===== src/rtl/gpio_input_debouncer_if.sv =====
// Signal bundle between the raw GPIO pins, the debouncer and its consumers.
//   rawInputs        asynchronous pin levels (into the debouncer)
//   debouncedInputs  filtered levels (to the GPIO slave's externalInputs)
//   risingEdges      one-cycle pulse per bit on an accepted 0->1 change
//   fallingEdges     one-cycle pulse per bit on an accepted 1->0 change
//   anyChange        one-cycle pulse when any edge bit is set
// Modports: slave = debouncer view, master = pin driver / consumer view.
interface gpio_input_debouncer_if #(
  parameter int unsigned nrOfInputs = 8
) ();
  logic [nrOfInputs-1:0] rawInputs;
  logic [nrOfInputs-1:0] debouncedInputs;
  logic [nrOfInputs-1:0] risingEdges;
  logic [nrOfInputs-1:0] fallingEdges;
  logic                  anyChange;

  modport slave (
    input  rawInputs,
    output debouncedInputs,
    output risingEdges,
    output fallingEdges,
    output anyChange
  );

  modport master (
    output rawInputs,
    input  debouncedInputs,
    input  risingEdges,
    input  fallingEdges,
    input  anyChange
  );
endinterface


===== src/rtl/gpio_input_debouncer.sv =====
// Per-bit two-flop synchroniser plus stability filter for GPIO inputs.
// A new level is accepted only after it has been seen on the synchronised
// input for stableCycles consecutive cycles; acceptance produces a
// one-cycle rising/falling pulse and an anyChange pulse.
// Ports:
//   clock  system clock, rising edge
//   reset  synchronous, active-high; clears all state
//   bus    gpio_input_debouncer_if.slave (rawInputs in, filtered outputs)
module gpio_input_debouncer #(
  parameter int unsigned nrOfInputs   = 8,
  parameter int unsigned stableCycles = 1000,
  parameter int unsigned counterWidth = 16
) (
  input logic                   clock,
  input logic                   reset,
  gpio_input_debouncer_if.slave bus
);

  localparam logic [counterWidth-1:0] CntLast = counterWidth'(stableCycles - 1);

  logic [nrOfInputs-1:0]   sync1_q, sync2_q;
  logic [nrOfInputs-1:0]   deb_q, deb_d;
  logic [nrOfInputs-1:0]   rise_q, rise_d;
  logic [nrOfInputs-1:0]   fall_q, fall_d;
  logic                    any_q, any_d;
  logic [counterWidth-1:0] cnt_q [nrOfInputs];
  logic [counterWidth-1:0] cnt_d [nrOfInputs];

  always_comb begin
    deb_d  = deb_q;
    rise_d = '0;
    fall_d = '0;
    for (int i = 0; i < int'(nrOfInputs); i++) begin
      cnt_d[i] = cnt_q[i];
      if (sync2_q[i] == deb_q[i]) begin
        // Input agrees with accepted level: any partial count was a glitch.
        cnt_d[i] = '0;
      end else if (cnt_q[i] == CntLast) begin
        deb_d[i]  = sync2_q[i];
        cnt_d[i]  = '0;
        rise_d[i] = sync2_q[i];
        fall_d[i] = ~sync2_q[i];
      end else begin
        cnt_d[i] = cnt_q[i] + 1'b1;
      end
    end
    any_d = |(rise_d | fall_d);
  end

  always_ff @(posedge clock) begin
    if (reset) begin
      sync1_q <= '0;
      sync2_q <= '0;
      deb_q   <= '0;
      rise_q  <= '0;
      fall_q  <= '0;
      any_q   <= 1'b0;
      for (int i = 0; i < int'(nrOfInputs); i++) begin
        cnt_q[i] <= '0;
      end
    end else begin
      sync1_q <= bus.rawInputs;
      sync2_q <= sync1_q;
      deb_q   <= deb_d;
      rise_q  <= rise_d;
      fall_q  <= fall_d;
      any_q   <= any_d;
      for (int i = 0; i < int'(nrOfInputs); i++) begin
        cnt_q[i] <= cnt_d[i];
      end
    end
  end

  assign bus.debouncedInputs = deb_q;
  assign bus.risingEdges     = rise_q;
  assign bus.fallingEdges    = fall_q;
  assign bus.anyChange       = any_q;

endmodule

===== src/flat_wrapper.sv =====
// flat-port wrapper written by rule: the top's interface ports become plain ports
module gpio_input_debouncer_flat 
#(
  parameter int unsigned nrOfInputs   = 8,
  parameter int unsigned stableCycles = 1000,
  parameter int unsigned counterWidth = 16
)
  (clock, reset, bus_rawInputs, bus_debouncedInputs, bus_risingEdges, bus_fallingEdges, bus_anyChange);
  gpio_input_debouncer_if #(.nrOfInputs(nrOfInputs)) bus_i ();
  input logic clock;
  input logic reset;
  input wire logic [$bits(bus_i.rawInputs)-1:0] bus_rawInputs;
  output wire logic [$bits(bus_i.debouncedInputs)-1:0] bus_debouncedInputs;
  output wire logic [$bits(bus_i.risingEdges)-1:0] bus_risingEdges;
  output wire logic [$bits(bus_i.fallingEdges)-1:0] bus_fallingEdges;
  output wire logic [$bits(bus_i.anyChange)-1:0] bus_anyChange;
  assign bus_i.rawInputs = bus_rawInputs;
  assign bus_debouncedInputs = bus_i.debouncedInputs;
  assign bus_risingEdges = bus_i.risingEdges;
  assign bus_fallingEdges = bus_i.fallingEdges;
  assign bus_anyChange = bus_i.anyChange;
  gpio_input_debouncer #(.nrOfInputs(nrOfInputs), .stableCycles(stableCycles), .counterWidth(counterWidth)) u_core (.clock(clock), .reset(reset), .bus(bus_i));
endmodule

===== config.mk =====
export PLATFORM = sky130hd
export DESIGN_NAME = gpio_input_debouncer_flat
export DESIGN_NICKNAME = d
export VERILOG_FILES = /design/src/rtl/gpio_input_debouncer_if.sv /design/src/rtl/gpio_input_debouncer.sv /design/src/flat_wrapper.sv
export SDC_FILE = /design/constraint.sdc
export NUM_CORES = 1
export LEC_CHECK = 0
export ABC_AREA = 0
export BUFFER_PORTS_ARGS = -buffer_cell sky130_fd_sc_hd__buf_2
export CAP_MARGIN = 20
export CORE_ASPECT_RATIO = 1.5
export CORE_MARGIN = 2
export CORE_UTILIZATION = 50
export CTS_BUF_LIST = sky130_fd_sc_hd__clkbuf_4
export DETAILED_ROUTE_END_ITERATION = 16
export GPL_TIMING_DRIVEN = 0
export HOLD_SLACK_MARGIN = 0.15
export PLACE_DENSITY_LB_ADDON = 0.25
export SYNTH_ARGS = -nofsm -noshare
export SYNTH_HDL_FRONTEND = slang
export SYNTH_SLANG_ARGS = --single-unit

===== constraint.sdc =====
create_clock -name clock -period 2.6 [get_ports clock]
set_input_delay 0.52 -clock clock [delete_from_list [all_inputs] [get_ports clock]]
set_output_delay 0.52 -clock clock [all_outputs]
set_load 0.02 [all_outputs]

# Word-level counts from Yosys, hierarchy flattened
# Memories as Yosys holds them, arrays and structs flattened.
# Cells that the tools add are included.
[classes]
n_bitwise = 25
n_reduce_logical = 9
mux = 59
n_eq_ne = 16
addsub = 8
[op_table]
columns = ["operator", "count"]
rows = [
  ["$mux W16", 24],
  ["$add A16 B1 Y16 const B", 8],
  ["$eq A16 B10 Y1 const B", 8],
  ["$mux W1", 35],
  ["$not A1 Y1", 16],
  ["$reduce_and A2 Y1", 8],
  ["$eq A1 B1 Y1", 8],
  ["$or A1 B1 Y1", 8],
  ["$or A8 B8 Y8", 1],
  ["$reduce_or A8 Y1", 1],
]
[totals]
mem_bits_rw = 128
memories = 1
out_inout_bits = 25
ff_bits = 41
elab_cells = 131
[mem_list]
columns = ["memory", "words", "word_bits", "rd", "rd_clocked_by_memory_dff", "write_ports", "line", "text"]
rows = [
  ["u_core.cnt_q", 8, 16, 8, 0, 8, "gpio_input_debouncer.sv:26", "logic [counterWidth-1:0] cnt_q [nrOfInputs];"],
]

# Longest topological paths before layout
# Gate-level depths: netlist (run 1).
[depth]
depth_word = 5
depth_mapped = 7

# Worst setup path before layout (run 1)
# OpenSTA, ideal clock, no wires.
[synth_path]
path_kind = "reg2reg"
start = "memory u_core.cnt_q[0][0]"
end = "memory u_core.cnt_q[0][14]"
arrival_time_ns = 1.859
stages_incl_launch_ff = 8
required_time_ns = 2.485
setup_slack_ns = 0.626
n_path_buf = 2
setup_time_ns = 0.115
path_cell_list = "dfxtp_1 > ha_1 > or4bb_1 > or4_1 > buf_2 > nand2_2 > buf_6 > nor2_1"
[synth_rtl]
columns = ["item", "line"]
rows = [
  ["start: declaration", "gpio_input_debouncer.sv:26"],
]

==> results_dict.tcl, run 1 <==
set metrics [dict create \
    synth_ff_type "dfxtp_1" \
    ioPinCount 35 \
    synth_area_per_cell_um2 9.140 \
    max_freq_ghz 0.3986 \
    slew_viol_final 0 \
    drt-initial-drc-count 143 \
    fin_ws_ps 91.00 \
    clockBufferDepth 2 \
    clk_pin_slew_ps 140 \
    cp-startpoint "u_core.cnt_q[0][0]" \
    drt_wl_total_um 12810 \
    cpPeakStageDelay_ps 580 \
    rsz0062_at_grt "false" \
    hold_end "u_core.sync1_q[5]" \
    hp-start "bus_rawInputs[5]" \
    post-dp-hpwl_um 9647 \
    rrSetupSlack_ps 90 \
    start_kind "flop" \
    ys_types 45 \
    fin_crit_sh_pct 96.50 \
    end_kind "flop" \
    cpMaxStageDelayCell "nor4b_1" \
    worstMarginPinSlew_ps 731.9 \
    synthArstFlopShare_pct 0 \
    nNetsFinal 819 \
    status "finished, final reports clean" \
    drive_above_1_share_pct 9.852 \
    p_per_area_mw_per_mm2 546.7 \
    hold_path_class "input port to flop" \
    skew_ps 23.92 \
    postRouteAntennaNets 0 \
    numCtsBuffers 17 \
    reg2regPathDepth 5 \
    min_period_ps 2509 \
    layout_common_cells "169 x dfxtp_1, 157 x nor2_1, 58 x xor2_1, 58 x xnor2_1, 52 x nand3_1" \
    cp_cell_sequence "ha_1 > or4bb_1 > or4_1 > buf_2 > nor4b_1" \
    htreeDepth 4 \
    rr_startpoint "u_core.cnt_q[0][0]" \
    ys_seq_elements 169 \
    placementRows 52 \
    syn_to_final_growth_pct 9.936 \
    finalHoldViolations 0 \
    cts-root-buf "clkbuf_4" \
    synth_seq_area_share_pct 49.75 \
    start_util_pct 50.74 \
    cts_tree "yes" \
    worstSkewPairLatency_ps 540 \
    syn-cell-area_mm2 0.006800 \
    io_buffers 33 \
    drt_pass1_iterations 5 \
    synthCells 744 \
    crit_fanout 6 \
    viasPerCell 5.256 \
    peakVddDrop_uv 278.7 \
    setup-violations-final 0 \
    grt_first_pass_wirelength_um 21890 \
    place_area_mm2 0.007168 \
    fp.dieW_um 99.22 \
    cts_resized 0 \
    fp.coreArea_mm2 0.01340 \
    antenna_found_initial 1 \
    grt_usage_pct 18.31 \
    r2r-end "u_core.bus.fallingEdges[0]" \
    die-area_mm2 0.01457 \
    dp_slack_ps 128.9 \
    p_leak_nw 2.540 \
    final.setup.tns_ps 0 \
    wl_per_cell_um 13.13 \
    final_area_mm2 0.007476 \
    required_ps 2980 \
    grt_max_degree 17 \
    relSlewSlack_pct 50.76 \
    clock-sinks 169 \
    synth_edf_count 0 \
    crit_type "flop to flop" \
    ys_warn_count 0 \
    drv_cap 0 \
    grt_overflow 0 \
    die_h_um 146.8 \
    drc 0 \
    via_count 5125 \
    place.gp.congestion 0.8663 \
    syn-num-nets 762 \
    grt_pass1_vias 5111 \
    final_common_cell "dfxtp_1" \
    crit_arrival_ps 2890 \
    hold_depth 2 \
]
synthesized netlist by cell type (2+ instances only):
cell type  count  area (um^2)
mux2i_1        7        70.07
dfxtp_1      169         3383
or3_1          8        50.05
and3b_1        2        17.52
buf_2          6        30.03
or2_2          2        12.51
inv_1         17        63.81
clkbuf_1       8        30.03
nand3b_1       2        15.01
nand2_1       42        157.7
xor2_1        58        508.0
nor4b_1        8        70.07
ha_1           8        100.1
nor2_1       157        589.3
nor3_1        15        75.07
nor4_1        22        137.6
nand2b_1       7        43.79
nand4_1       18        112.6
nor2b_1       16        100.1
xnor2_1       58        508.0
nor3b_1        7        52.55
o21ai_0        4        20.02
nand3_1       52        260.3
a21oi_1        5        25.02
and4_1         2        17.52
and3_1        21        131.4
or4_1          5        37.54
how the worst max path moves through the flow:
stage                                      end  slack, ps  cells after the start
floorplan                  u_core.cnt_q[0][14]        630                      7
global placement    u_core.bus.fallingEdges[0]        250                      5
detailed placement  u_core.bus.fallingEdges[0]        130                      5
CTS                 u_core.bus.fallingEdges[0]        130                      5
global route        u_core.bus.fallingEdges[0]         90                      5
finish              u_core.bus.fallingEdges[0]         90                      5
metrics by stage:
step | total power, mW | utilization [%] | std cells | hold WS (ps)
global route | 4.269 | 55.78 | 975 | 162.7
detailed placement | 2.737 | 53.48 | 939 | 423.7
floorplan | 2.714 | - | 744 | 413.8
CTS | 4.151 | 55.76 | 974 | 156.0
finish | 4.087 | 55.78 | 975 | 203.4
global placement | 2.735 | 53.48 | 939 | 422.1
power breakdown:
group,switching (mW),internal [mW],leakage [nW]
sequential,0.0105,2.60,1.36
combinational,0.0395,0.0296,1.03
clock,0.821,0.583,0.146
area by class of cell:
class | instances | area [um^2]
Multi-Input combinational cell | 540 | 3266
Sequential cell | 169 | 3383
Tap cell | 162 | 202.7
Antenna cell | 1 | 2.502
Inverter | 17 | 63.81
Clock inverter | 10 | 105.1
Fill cell | 1209 | 5927
Timing Repair Buffer | 38 | 215.2
Clock buffer | 20 | 150.1
Buffer | 18 | 87.58
kinds of logic (layout without fill, tap and decap cells):
logic type / Yosys count / count (layout) / share of synthesized area (%)
buf+inv: 35 / 103 / 2.226
fa+ha+maj: 8 / 8 / 1.472
simple gates: 396 / 396 / 29.14
other cells: 0 / 1 / 0
mux: 7 / 7 / 1.030
xor+xnor: 116 / 116 / 14.94
flops: 169 / 169 / 49.75
compound gates: 13 / 13 / 1.435
sequential cells by signal, indices dropped and copies added, names as in the netlist:
register                    count
u_core.bus.anyChange            1
u_core.bus.debouncedInputs      8
u_core.bus.fallingEdges         8
u_core.bus.risingEdges          8
u_core.cnt_q                  128
u_core.sync1_q                  8
u_core.sync2_q                  8
routing by layer:
metal  global-route usage (%)  vias to the layer above  routed length, um
met3                    4.044                       22                428
met5                        0                        -                  0
li1                         -                     2610                  -
met1                    20.47                     2406               5333
met4                    9.658                        0                389
met2                    32.06                       87               6654
worst max-delay path: cells and delay by family (launching register included):
family,cells,cell delay [ps]
buffers and inverters,1,180
AND/OR/NAND/NOR,3,1520
flip-flops,1,400
adder cells (fa/ha/maj),1,270
what timing repair did:
item / in CTS / in global routing
hold buffers: 5 / 0
buffers inserted: 0 / 0
endpoints found under the hold margin: 5 / 0
Note: power is estimated with default switching activity, not from simulation.
==> run 2, diff against run 1 <==
- CELL_PAD_IN_SITES_DETAIL_PLACEMENT: unset -> 1
- CELL_PAD_IN_SITES_GLOBAL_PLACEMENT: unset -> 1
- CORE_UTILIZATION: 50 -> 49
==> run 2 against run 1 <==
- hold slack better by 8.1 ps
- largest cell class unchanged
- sequential power hardly changed
- largest power group unchanged
- non-clock buffer count is 1 higher
==> results_dict.tcl, run 2 (synthesis results as in run 1) <==
set metrics [dict create \
    final_core_utilization_pct 55.34 \
    start_kind "flop" \
    reg2regPathDepth 5 \
    post-dp-hpwl_um 11020 \
    dp_slack_ps 201.5 \
    via_count 5233 \
    syn_to_final_growth_pct 10.14 \
    die-area_mm2 0.01486 \
    clockBufferDepth 2 \
    fp.dieW_um 100.2 \
    p_per_area_mw_per_mm2 546.9 \
    largest_reg_flops 128 \
    clock-sinks 169 \
    cts-root-buf "clkbuf_4" \
    min_period_ps 2406 \
    top_register "u_core.cnt_q" \
    drt-initial-drc-count 112 \
    crit_type "flop to flop" \
    grt_first_pass_wirelength_um 25340 \
    slew_viol_final 0 \
    hold_path_class "input port to flop" \
    layout_common_cells "169 x dfxtp_1, 157 x nor2_1, 58 x xor2_1, 58 x xnor2_1, 52 x nand3_1" \
    skew_ps 21.86 \
    htreeDepth 4 \
    viasPerCell 5.351 \
    total_power_mw 4.096 \
    final.setup.tns_ps 0 \
    hold_slack_ps 211.6 \
    postCtsSetupBuffers 0 \
    placementRows 52 \
    worstSkewPairLatency_ps 550 \
    cpMaxStageDelayCell "or4_1" \
    io_buffers 33 \
    end_kind "flop" \
    postRouteAntennaNets 0 \
    fin_ws_ps 194.2 \
    finalHoldViolations 0 \
    clk_pin_slew_ps 130 \
    cpPeakStageDelay_ps 510 \
    timing.critical_path.buf_inv 1 \
    final_common_cell "dfxtp_1" \
    die_h_um 148.3 \
    grt_pass1_vias 5518 \
    drive_above_1_share_pct 10.06 \
    drc 0 \
    start_util_pct 50.25 \
    fp.coreArea_mm2 0.01353 \
    crit_arrival_ps 2790 \
    status "finished, final reports clean" \
    max_freq_ghz 0.4157 \
    drt_wl_total_um 14830 \
    grt_usage_pct 21.25 \
    ioPinCount 35 \
    cts_tree "yes" \
    worstMarginPinSlew_ps 700.0 \
    cp_cell_sequence "ha_1 > or4bb_1 > or4_1 > buf_2 > nor4b_1" \
    relSlewSlack_pct 52.90 \
    required_ps 2980 \
    fin_crit_sh_pct 92.53 \
    numCtsBuffers 17 \
    place.gp.congestion 0.8352 \
    rsz0062_at_grt "false" \
    drt_pass1_iterations 4 \
    wl_per_cell_um 15.16 \
    p_leak_nw 2.535 \
    holdBufCountCts 6 \
    cts_resized 0 \
    grt_max_degree 17 \
    grt_overflow 0 \
    worstSetupPathDepth 5 \
    crit_family "simple AND/OR/NAND/NOR gates" \
    crit_fanout 6 \
    peakVddDrop_uv 316.1 \
    setup-violations-final 0 \
    antenna_found_initial 1 \
    nNetsFinal 820 \
    hold_depth 2 \
    drv_cap 0 \
]
[run 2: cell count changes in the layout (fill, tap and decap cells not counted), sizes merged]
cell	change
bufinv	-1
dlygate4sd3	+1
inv	+3
clkbuf	-2
clkinvlp	+2
[run 2: final cells by class]
class                           count  area [um^2]
Clock buffer                       18        135.1
Sequential cell                   169         3383
Inverter                           17        63.81
Buffer                             18        87.58
Fill cell                        1589         6043
Tap cell                          162        202.7
Timing Repair Buffer               39        225.2
Multi-Input combinational cell    540         3266
Clock inverter                     14        123.9
Antenna cell                        1        2.502
[run 2: report_power, final]
group	leakage, nW	switching [mW]	internal (mW)
clock network	0.137	0.919	0.489
logic	1.03	0.0418	0.0307
registers	1.36	0.0110	2.61
[run 2: worst paths after layout]
check                                        start                    endpoint  slack (ps)
worst max-delay path            u_core.cnt_q[0][0]  u_core.bus.fallingEdges[0]         190
worst min-delay path              bus_rawInputs[1]           u_core.sync1_q[1]         210
worst max register to register  u_core.cnt_q[0][0]  u_core.bus.fallingEdges[0]         190
worst min register to register  u_core.cnt_q[1][0]          u_core.cnt_q[1][0]         450
[run 2: through the flow]
step | cells | cell area (um^2)
2_1_floorplan | 744 | 6800
3_3_place_gp | 939 | 7168
3_5_place_dp | 939 | 7168
4_1_cts | 977 | 7487
5_1_grt | 978 | 7490
6_report | 978 | 7490
[run 2: routing by layer]
metal,up-vias,global-route usage (%),wire [um]
met5,-,0,0
li1,2620,-,-
met4,0,8.630,281
met3,15,4.417,378
met1,2532,22.42,6014
met2,66,40.17,8153
==> run 3, diff against run 2 <==
==> constraint.sdc (replaced) <==
create_clock -name clock -period 2.6 [get_ports clock]
set_input_delay 0.39 -clock clock [delete_from_list [all_inputs] [get_ports clock]]
set_output_delay 0.39 -clock clock [all_outputs]
set_load 0.02 [all_outputs]
==> run 3 against run 2 <==
- critical path depth did not move
- hold slack gained 230 ps
- combinational power up 3.6%
- register-to-register slack about the same
- count of clock-buffer cells in the layout unchanged
- maximum frequency down 0.30%
- non-clock buffer count up 2
- first-iteration DRC count rose by 18%
- routed wire length up 0.62%
- critical endpoint unchanged
- largest power group unchanged
==> results_dict.tcl, run 3 (synthesis results as in run 1) <==
set metrics [dict create \
    via_count 5253 \
    grt_overflow 0 \
    clkPwrFrac_pct 34.4 \
    place.gp.congestion 0.8352 \
    cts_tree "yes" \
    largest_reg_flops 128 \
    fp.dieW_um 100.2 \
    start_kind "flop" \
    postCtsSetupBuffers 0 \
    fin_cells 980 \
    wl_per_cell_um 15.22 \
    p_int_mw 3.127 \
    drive_above_1_share_pct 10.04 \
    drt-initial-drc-count 132 \
    status "finished, final reports clean" \
    crit_fanout 6 \
    grt_first_pass_wirelength_um 25500 \
    regArea_mm2 0.003383 \
    fp.coreArea_mm2 0.01353 \
    setup-violations-final 0 \
    die-area_mm2 0.01486 \
    multiInputGateArea_mm2 0.003266 \
    worstMarginPinSlew_ps 705.7 \
    reg2regPathDepth 5 \
    total_power_mw 4.101 \
    rr_startpoint "u_core.cnt_q[0][0]" \
    drt_wl_total_um 14920 \
    r2r-end "u_core.bus.fallingEdges[0]" \
    power_frac_comb_pct 1.8 \
    postRouteAntennaNets 0 \
    drc 0 \
    hold_path_class "input port to flop" \
    num-fill-cells 1585 \
    post-place-cells 939 \
    skew_ps 22.65 \
    htreeDepth 4 \
    seq_power_share_pct 63.8 \
    peakVddDrop_uv 315.9 \
    io_buffers 33 \
    syn_to_final_growth_pct 10.43 \
    hold_end "u_core.cnt_q[1][17]" \
    final_common_cell "dfxtp_1" \
    holdBufCountCts 8 \
    numCtsBuffers 17 \
    switching_power_uw 974.8 \
    hp-start "reset" \
    cts-root-buf "clkbuf_4" \
    nNetsFinal 822 \
    drt_pass1_iterations 4 \
    sw_frac_of_total_pct 23.77 \
    grt_pass1_vias 5557 \
    start_util_pct 50.25 \
    crit_arrival_ps 2800 \
    grt_usage_pct 21.41 \
    min_period_ps 2413 \
    ioPinCount 35 \
    top_register "u_core.cnt_q" \
    required_ps 2990 \
    antenna_found_initial 1 \
    clk_pin_slew_ps 130 \
    relSlewSlack_pct 52.52 \
    clockBufferDepth 2 \
    layout_common_cells "169 x dfxtp_1, 157 x nor2_1, 58 x xor2_1, 58 x xnor2_1, 52 x nand3_1" \
    finalHoldViolations 0 \
    p_per_area_mw_per_mm2 546.1 \
    worstSkewPairLatency_ps 550 \
    clock-sinks 169 \
    p_leak_nw 2.543 \
    fin_crit_sh_pct 92.81 \
    rsz0062_at_grt "false" \
    final.setup.tns_ps 0 \
    rrSetupSlack_ps 190 \
    end_kind "flop" \
    post-dp-hpwl_um 11020 \
    drv_cap 0 \
    die_h_um 148.3 \
    placementRows 52 \
    slew_viol_final 0 \
    viasPerCell 5.360 \
    cts_resized 0 \
    hold_depth 3 \
    max_freq_ghz 0.4144 \
    crit_type "flop to flop" \
    grt_max_degree 17 \
]
run 3: cell count changes in the layout (fill, tap and decap cells not counted), sizes merged:
| cell | previous run | this run |
|---|---|---|
| dlygate4sd3 | 6 | 8 |
run 3: worst max-delay path: stages (launching register included):
cell	delay (ps)
dfxtp_1	400
ha_1	260
or4bb_1	410
or4_1	510
buf_2	180
nor4b_1	510
run 3: worst max path at each step:
| stage | endpoint | slack [ps] | start | cells past startpoint |
|---|---|---|---|---|
| 2_1_floorplan | u_core.cnt_q[0][14] | 630 | u_core.cnt_q[0][0] | 7 |
| 3_3_place_gp | u_core.bus.fallingEdges[0] | 220 | u_core.cnt_q[0][0] | 5 |
| 3_5_place_dp | u_core.bus.fallingEdges[0] | 200 | u_core.cnt_q[0][0] | 5 |
| 4_1_cts | u_core.bus.fallingEdges[0] | 190 | u_core.cnt_q[0][0] | 5 |
| 5_1_grt | u_core.bus.fallingEdges[0] | 160 | u_core.cnt_q[0][0] | 5 |
| 6_report | u_core.bus.fallingEdges[0] | 190 | u_core.cnt_q[0][0] | 5 |
run 3: stage by stage:
step	util (%)	setup slack (ps)	instance area, um^2	hold slack (ps)
detailed placement	52.97	201.5	7168	434.1
floorplan	-	626.0	6800	413.8
global route	55.49	158.2	7510	396.1
finish	55.49	186.9	7510	440.3
global placement	52.97	217.3	7168	426.5
CTS	55.47	185.7	7507	408.3
run 3: power by group through the flow:
stage / Clock [mW] / Sequential (mW) / Combinational, mW
floorplan: 0 / 2.67 / 0.0441
global placement: 0 / 2.67 / 0.0642
detailed placement: 0 / 2.67 / 0.0667
CTS: 1.47 / 2.62 / 0.0758
global route: 1.58 / 2.62 / 0.0838
finish: 1.41 / 2.62 / 0.0751
run 3: area by class of cell:
type,instances,share of cell area [%]
Inverter,17,0.8497
Clock buffer,18,1.799
Clock inverter,14,1.649
Sequential cell,169,45.05
Timing Repair Buffer,41,3.266
Antenna cell,1,0.03332
Tap cell,162,2.699
Multi-Input combinational cell,540,43.49
Buffer,18,1.166
run 3: layer usage:
layer / GRT usage (%) / wire [um] / vias to the layer above
met5: 0 / 0 / -
met4: 8.630 / 319 / 0
met3: 4.464 / 360 / 23
met2: 40.81 / 8214 / 68
met1: 22.33 / 6025 / 2534
li1: - / - / 2628
